--- src/rtl/timer_irq_ctrl.sv ---
// Timer interrupt/event-capture stage: per-channel rising-edge detect, sticky pending/overrun,
// saturating event counters, and a small register bus with a level irq.

module timer_irq_lane #(
  parameter int CNT_W = 16
) (
  input  logic             clk,
  input  logic             reset,
  input  logic             tin,
  input  logic             clr_pend,
  input  logic             clr_ovr,
  input  logic             clr_cnt,
  output logic             pend,
  output logic             ovr,
  output logic [CNT_W-1:0] cnt
);
  logic prev, ev;

  assign ev = tin & ~prev;

  // prev resets high so a line already asserted at reset release is not an event
  always_ff @(posedge clk) begin
    if (reset) begin
      prev <= 1'b1;
      pend <= 1'b0;
      ovr  <= 1'b0;
      cnt  <= '0;
    end else begin
      prev <= tin;
      pend <= ev | (pend & ~clr_pend);
      ovr  <= (ev & pend & ~clr_pend) | (ovr & ~clr_ovr);
      if (clr_cnt)
        cnt <= '0;
      else if (ev && cnt != '1)
        cnt <= cnt + 1'b1;
    end
  end
endmodule

module timer_irq_ctrl #(
  parameter int NUM_CH = 4,
  parameter int CNT_W  = 16
) (
  input  logic              clk,
  input  logic              reset,
  input  logic [NUM_CH-1:0] timer_in,
  input  logic              wr_en,
  input  logic              rd_en,
  input  logic [3:0]        addr,
  input  logic [31:0]       wdata,
  output logic [31:0]       rdata,
  output logic              rvalid,
  output logic              irq
);
  localparam logic [3:0] A_PEND = 4'h0;
  localparam logic [3:0] A_EN   = 4'h1;
  localparam logic [3:0] A_OVR  = 4'h2;
  localparam int         A_CNT0 = 3;

  logic [NUM_CH-1:0]            pend, ovr, en;
  logic [NUM_CH-1:0][CNT_W-1:0] cnt;
  logic [31:0]                  rd_mux;
  logic                         wr_pend, wr_ovr, wr_ena;
  logic                         unused_wdata;

  assign wr_pend      = wr_en && (addr == A_PEND);
  assign wr_ovr       = wr_en && (addr == A_OVR);
  assign wr_ena       = wr_en && (addr == A_EN);
  assign unused_wdata = ^wdata[31:NUM_CH];

  for (genvar i = 0; i < NUM_CH; i++) begin : g_lane
    timer_irq_lane #(.CNT_W(CNT_W)) u_lane (
      .clk      (clk),
      .reset    (reset),
      .tin      (timer_in[i]),
      .clr_pend (wr_pend & wdata[i]),
      .clr_ovr  (wr_ovr & wdata[i]),
      .clr_cnt  (wr_en && (addr == 4'(A_CNT0 + i))),
      .pend     (pend[i]),
      .ovr      (ovr[i]),
      .cnt      (cnt[i])
    );
  end

  // Read mux sees register state before any same-cycle write or event
  always_comb begin
    rd_mux = '0;
    case (addr)
      A_PEND:  rd_mux[NUM_CH-1:0] = pend;
      A_EN:    rd_mux[NUM_CH-1:0] = en;
      A_OVR:   rd_mux[NUM_CH-1:0] = ovr;
      default: begin
        for (int i = 0; i < NUM_CH; i++)
          if (addr == 4'(A_CNT0 + i)) rd_mux[CNT_W-1:0] = cnt[i];
      end
    endcase
  end

  // irq lags the registered pending/enable by one cycle
  always_ff @(posedge clk) begin
    if (reset) begin
      en     <= '0;
      irq    <= 1'b0;
      rdata  <= '0;
      rvalid <= 1'b0;
    end else begin
      if (wr_ena) en <= wdata[NUM_CH-1:0];
      irq    <= |(pend & en);
      rvalid <= rd_en;
      rdata  <= rd_en ? rd_mux : '0;
    end
  end
endmodule

--- config.mk ---
export PLATFORM = sky130hd
export DESIGN_NAME = timer_irq_ctrl
export DESIGN_NICKNAME = d
export VERILOG_FILES = /design/src/rtl/timer_irq_ctrl.sv
export SDC_FILE = /design/constraint.sdc
export NUM_CORES = 1
export LEC_CHECK = 0
export BUFFER_PORTS_ARGS = -buffer_cell sky130_fd_sc_hd__clkbuf_2
export CAP_MARGIN = 20
export CORE_UTILIZATION = 62
export DETAILED_ROUTE_END_ITERATION = 12
export PLACE_DENSITY = 0.86
export SLEW_MARGIN = 10
export SYNTH_ARGS = -nofsm -noshare
export SYNTH_HDL_FRONTEND = slang
export SYNTH_SLANG_ARGS = --single-unit
--- constraint.sdc ---
create_clock -name clk -period 5.29 [get_ports clk]
set_input_delay 1.058 -clock clk [delete_from_list [all_inputs] [get_ports clk]]
set_output_delay 1.058 -clock clk [all_outputs]
set_load 0.05 [all_outputs]
* Word level (Yosys, flattened, before mapping)
Cells that the tools add are included.
Word-level totals: bits in registers 114, input port bits 44, output and inout bits 34, word-level logic and storage cells 110
Operators by class: add/subtract/negate cells 4, equal/unequal tests 10, muxes and demuxes 5, bitwise operators 50, reduce and logical (&&, ||, !) cells 19
Operators by type and width (count):
- adder 16 x 1 -> 16 bit (second input constant) | 4
- 2-to-1 mux 16 bit | 4
- inequality test 16 bit (second input constant) | 4
- AND 1 bit | 28
- NOT 1 bit | 13
- equality test 4 x 3 -> 1 bit (second input constant) | 3
- case mux 4 bit (3 select lines) | 1
- logical AND 1 bit | 11
- OR reduction 2 bit | 5
- equality test 4 x 2 -> 1 bit (second input constant) | 2
- bitwise OR 1 bit | 8
- OR reduction 5 bit | 1
- AND 4 bit | 1
- equality test 4 x 1 -> 1 bit (second input constant) | 1
- logical NOT 4 bit | 1
- OR reduction 4 bit | 1

* Depth between registers and ports, before layout
depth in word-level cells 6, gate-level depth with buffers 7

* Hierarchy
From an unflattened synthesis, not the netlist that was laid out.
Second synthesis, totals: cell total of the unflattened synthesis 635, area, all modules 5237.5 um2
Modules (own cells, without submodules):
- timer_irq_lane | times used 4, cells each 110, area each 917.1 um2
- timer_irq_ctrl | times used 1, cells each 195, area each 1569.0 um2

* Least setup slack after synthesis
No wires, ideal clock.
path kind input to register, from input port addr[0], to register g_lane[1].u_lane.cnt[3], setup time 0.122 ns, data arrival time 2.391 ns, data required time 5.168 ns, path slack 2.777 ns, cell stages on the path 6, path through clkbuf_1 -> nor3b_1 -> a21o_1 -> clkbuf_1 -> a2111o_1 -> o21ai_0
On the way: cells in the longest elaborated chain, start to end 3
Ends and longest elaborated chain:
- from (decl) | RTL line 49 | input logic [3:0] addr,
- equality test 4 x 3 -> 1 bit | RTL line 78 | .clr_cnt (wr_en && (addr == 4'(A_CNT0 + i))),
- logical AND 1 bit | RTL line 78
- OR reduction 2 bit (no source line)
- to (signal assigned) | RTL line 35 | cnt <= cnt + 1'b1;
- to (decl) | RTL line 15 | output logic [CNT_W-1:0] cnt
No other way between the ends. A chain may end at the register's enable or synchronous reset.

* Worst setup path in the final report
from input port addr[0], to register g_lane[1].u_lane.cnt[5]
The elaborated chain is that of the path after synthesis.

==> key figures <==
Setup path
  • Worst R2R Setup Slack: 3.10 ns
  • Critical Path Start: addr[0]
  • WS Path Type: in2reg
  • WP data arrival: 3.02 ns
  • Setup crit end kind: register
  • Worst-case reg-to-reg path depth: 4
  • FF-to-FF End: g_lane[1].u_lane.cnt[0]
  • Required time of the critical path: between 5 and 6 ns
  • Crit Reg-Reg Startpoint: g_lane[1].u_lane.cnt[10]
  • Worst Path Max Fanout: 29
  • Critical path endpoint: g_lane[1].u_lane.cnt[5]
  • Kind of start point of the critical path: primary input

Synth
  • Ranking of synthesized cells by area: dfxtp_1 (37%), a21oi_1 (7.1%), nand2_1 (4.9%)
  • Post-synthesis mux area share: 3.52%
  • Post-Syn Area: approximately 5300 um^2
  • Post-Synth Adder-Cell Area: 0.952%
  • Async SR Flop Fraction: 0%
  • Most used DFF post-synth: dfxtp_1
  • Cell accounting for the most synthesized area: dfxtp_1
  • Simple-Gate Fraction of Synth Area: between 20% and 30%
  • EDFF count, synth: 0
  • Compound-Gate Fraction of Synth Area: 24.4%
  • Main combinational cell family by area after synthesis: simple AND/OR/NAND/NOR gates
  • Yosys top cell area share: 37.3%
  • Synth Area per Inst: 8.12 um^2
  • Synthesized flop and latch total: 98
  • Unique cell type count in the Yosys netlist: 57
  • Seq/Total Area, Yosys: 37.3%
  • Synth Instances: 647
  • Ys Warns: 0
  • Post-Synth XOR/XNOR Area: 0%

Floorplan
  • # IOs: 78
  • Core area: approximately 8200 um^2
  • Die width: 94.1 um
  • Die Ht: 94.1 um
  • DIE AREA: 8850 um^2
  • Cell Rows: 33
  • Initial Util: ~64%

Drt
  • TritonRoute pass-1 iters: 7
  • Total wire length: 12900 um
  • Drc violations: 0
  • Antenna viol nets, final: 0
  • Via density: 6.59
  • Vias: slightly above 5000
  • Iter 0 DRT Violations: 493
  • Drt wl/cell: 16.8 um

STA
  • Highest clock rate: between 300 and 400 MHz
  • Slew Viols, Final: 0
  • Tcrit/Tclk final: 52.1%
  • Max-slew headroom: 25.5%
  • Clock skew: 0.00962 ns
  • Final Hold Fails: 0
  • Worst-margin pin slew: 1.11 ns
  • Post-layout min period: 2.75 ns
  • Setup_tns: 0 ns
  • RSZ-0062 raised after global routing: no
  • Final Worst Setup Slack: between 2 and 3 ns
  • Final setup viols: 0

CTS
  • Postcts setup bufs: 0
  • Num Clock Sinks: 98
  • Later-pin clock latency in the skew report: 0.39 ns
  • H-tree levels: 3
  • Hold Buf Count CTS: 0
  • CTS resizes: 0
  • CTS Buf Count: 9
  • Clock Tree Buf Depth: 2
  • TritonCTS clock tree: done
  • Clock-pin slew on the worst setup and hold paths: ~0.090 ns
  • Clock Root Buffer: clkbuf_8

Placement
  • Port-buffer cells: 33
  • Gpl congestion: 0.919
  • Post-DP HPWL: 9410 um
  • Pre-CTS setup slack: around 2.2 ns

GRT
  • Number of global-route vias before repair: 4485
  • Global Route Usage Sum: 30.5%
  • Largest net degree at the start of global routing: 30
  • First-pass GRT wire length: 20800 um
  • Initial antenna violation count: 0
  • GR Overflow Total: 0

Layout
  • Fillers: 671
  • Multi-input gate area: 3060 um^2
  • Antenna cells: 0
  • Nets: 704
  • Commonest non-fill, non-tap cell in the layout: dfxtp_1
  • Area delta synth->final: 6.00%
  • Most frequent cells in the layout: dfxtp_1 (98), a21oi_1 (75), nand2_1 (69)
  • Layout cells sized above 1: 11.3%
  • Register area: 1960 um^2

Power and ir drop
  • Worst IR Drop VDD: 155 uV
  • Final Power: approximately 1.3 mW
  • Pwr/cell area: 240 nW/um^2
  • Lkg Pwr: around 1.8 nW

Flow run
  • Max cap viols: 0

Hold path
  • HP Class: reg2reg

Status
  • Status: finished clean
## worst min path at each step
| stage | from | endpoint | slack [ns] | cells past startpoint |
|---|---|---|---|---|
| 6_report | g_lane[2].u_lane.cnt[15] | g_lane[2].u_lane.cnt[15] | 0.49 | 2 |
| 5_1_grt | g_lane[1].u_lane.cnt[9] | g_lane[1].u_lane.cnt[9] | 0.53 | 2 |
| 3_5_place_dp | g_lane[2].u_lane.cnt[15] | g_lane[2].u_lane.cnt[15] | 0.48 | 2 |
| 4_1_cts | g_lane[2].u_lane.cnt[15] | g_lane[2].u_lane.cnt[15] | 0.49 | 2 |
| 2_1_floorplan | g_lane[1].u_lane.cnt[9] | g_lane[1].u_lane.cnt[9] | 0.45 | 2 |
| 3_3_place_gp | g_lane[2].u_lane.cnt[15] | g_lane[2].u_lane.cnt[15] | 0.47 | 2 |
## report_power, final
| part | total, mW | switching [mW] | internal [mW] |
|---|---|---|---|
| combinational | 0.119 | 0.0898 | 0.0293 |
| sequential | 0.754 | 0.00798 | 0.746 |
| clock | 0.465 | 0.276 | 0.189 |
| total | 1.34 | 0.374 | 0.964 |
## cells in the mapped netlist, types with 14 or more instances
library cell	count
nor2_1	32
nand2_1	69
dfxtp_1	98
mux2i_1	14
o31ai_1	23
nand3_1	23
nand4_1	16
clkbuf_1	31
a21oi_1	75
o21ai_0	28
or4_1	28
nand2b_1	16
buf_4	16
## logic make-up (layout without fill, tap and decap cells)
logic type,count (synthesis),after routing
compound gates,196,196
fa+ha+maj,4,4
buf+inv,65,64
flops,98,98
mux,18,18
other cells,1,16
simple gates,265,265
## flip-flops by register name, summed over array words and instances, names as in the netlist
| register | flops |
|---|---|
| g_lane.u_lane.prev | 4 |
| rvalid | 1 |
| irq | 1 |
| g_lane.u_lane.ovr | 4 |
| g_lane.u_lane.cnt | 64 |
| g_lane.u_lane.pend | 4 |
| en | 4 |
| rdata | 16 |
## stage by stage
stage / util, % / area [um^2] / std cells / hold slack, ns
2_1_floorplan: - / 5310 / 662 / 0.452
3_3_place_gp: 65.6 / 5390 / 750 / 0.471
3_5_place_dp: 65.6 / 5390 / 750 / 0.480
4_1_cts: 67.8 / 5570 / 766 / 0.493
5_1_grt: 67.8 / 5570 / 766 / 0.530
6_report: 67.8 / 5570 / 766 / 0.490
## per-layer routing
layer  part of all wire, %  track usage [%]  wire [um]
met4                   3.4             16.3        434
met1                    42             38.7       5420
met2                    48             49.6       6210
met3                   6.3             4.69        812
met5                     0                0          0
## critical path, cell delays in order
cell and delay, ns:
clkbuf_2 0.30, nor3b_1 0.84, a21oi_1 0.53, nand2b_1 0.20, mux2i_1 0.09
## area by class of cell
class	instances	area share, %
timing repair buffer	37	3.50
clock buffer	10	2.47
tap	105	2.36
clock inverter	6	0.853
sequential	98	35.2
inverter	11	0.741
multi-input combinational	499	54.9
No activity file was read; power rests on OpenSTA's default activity.
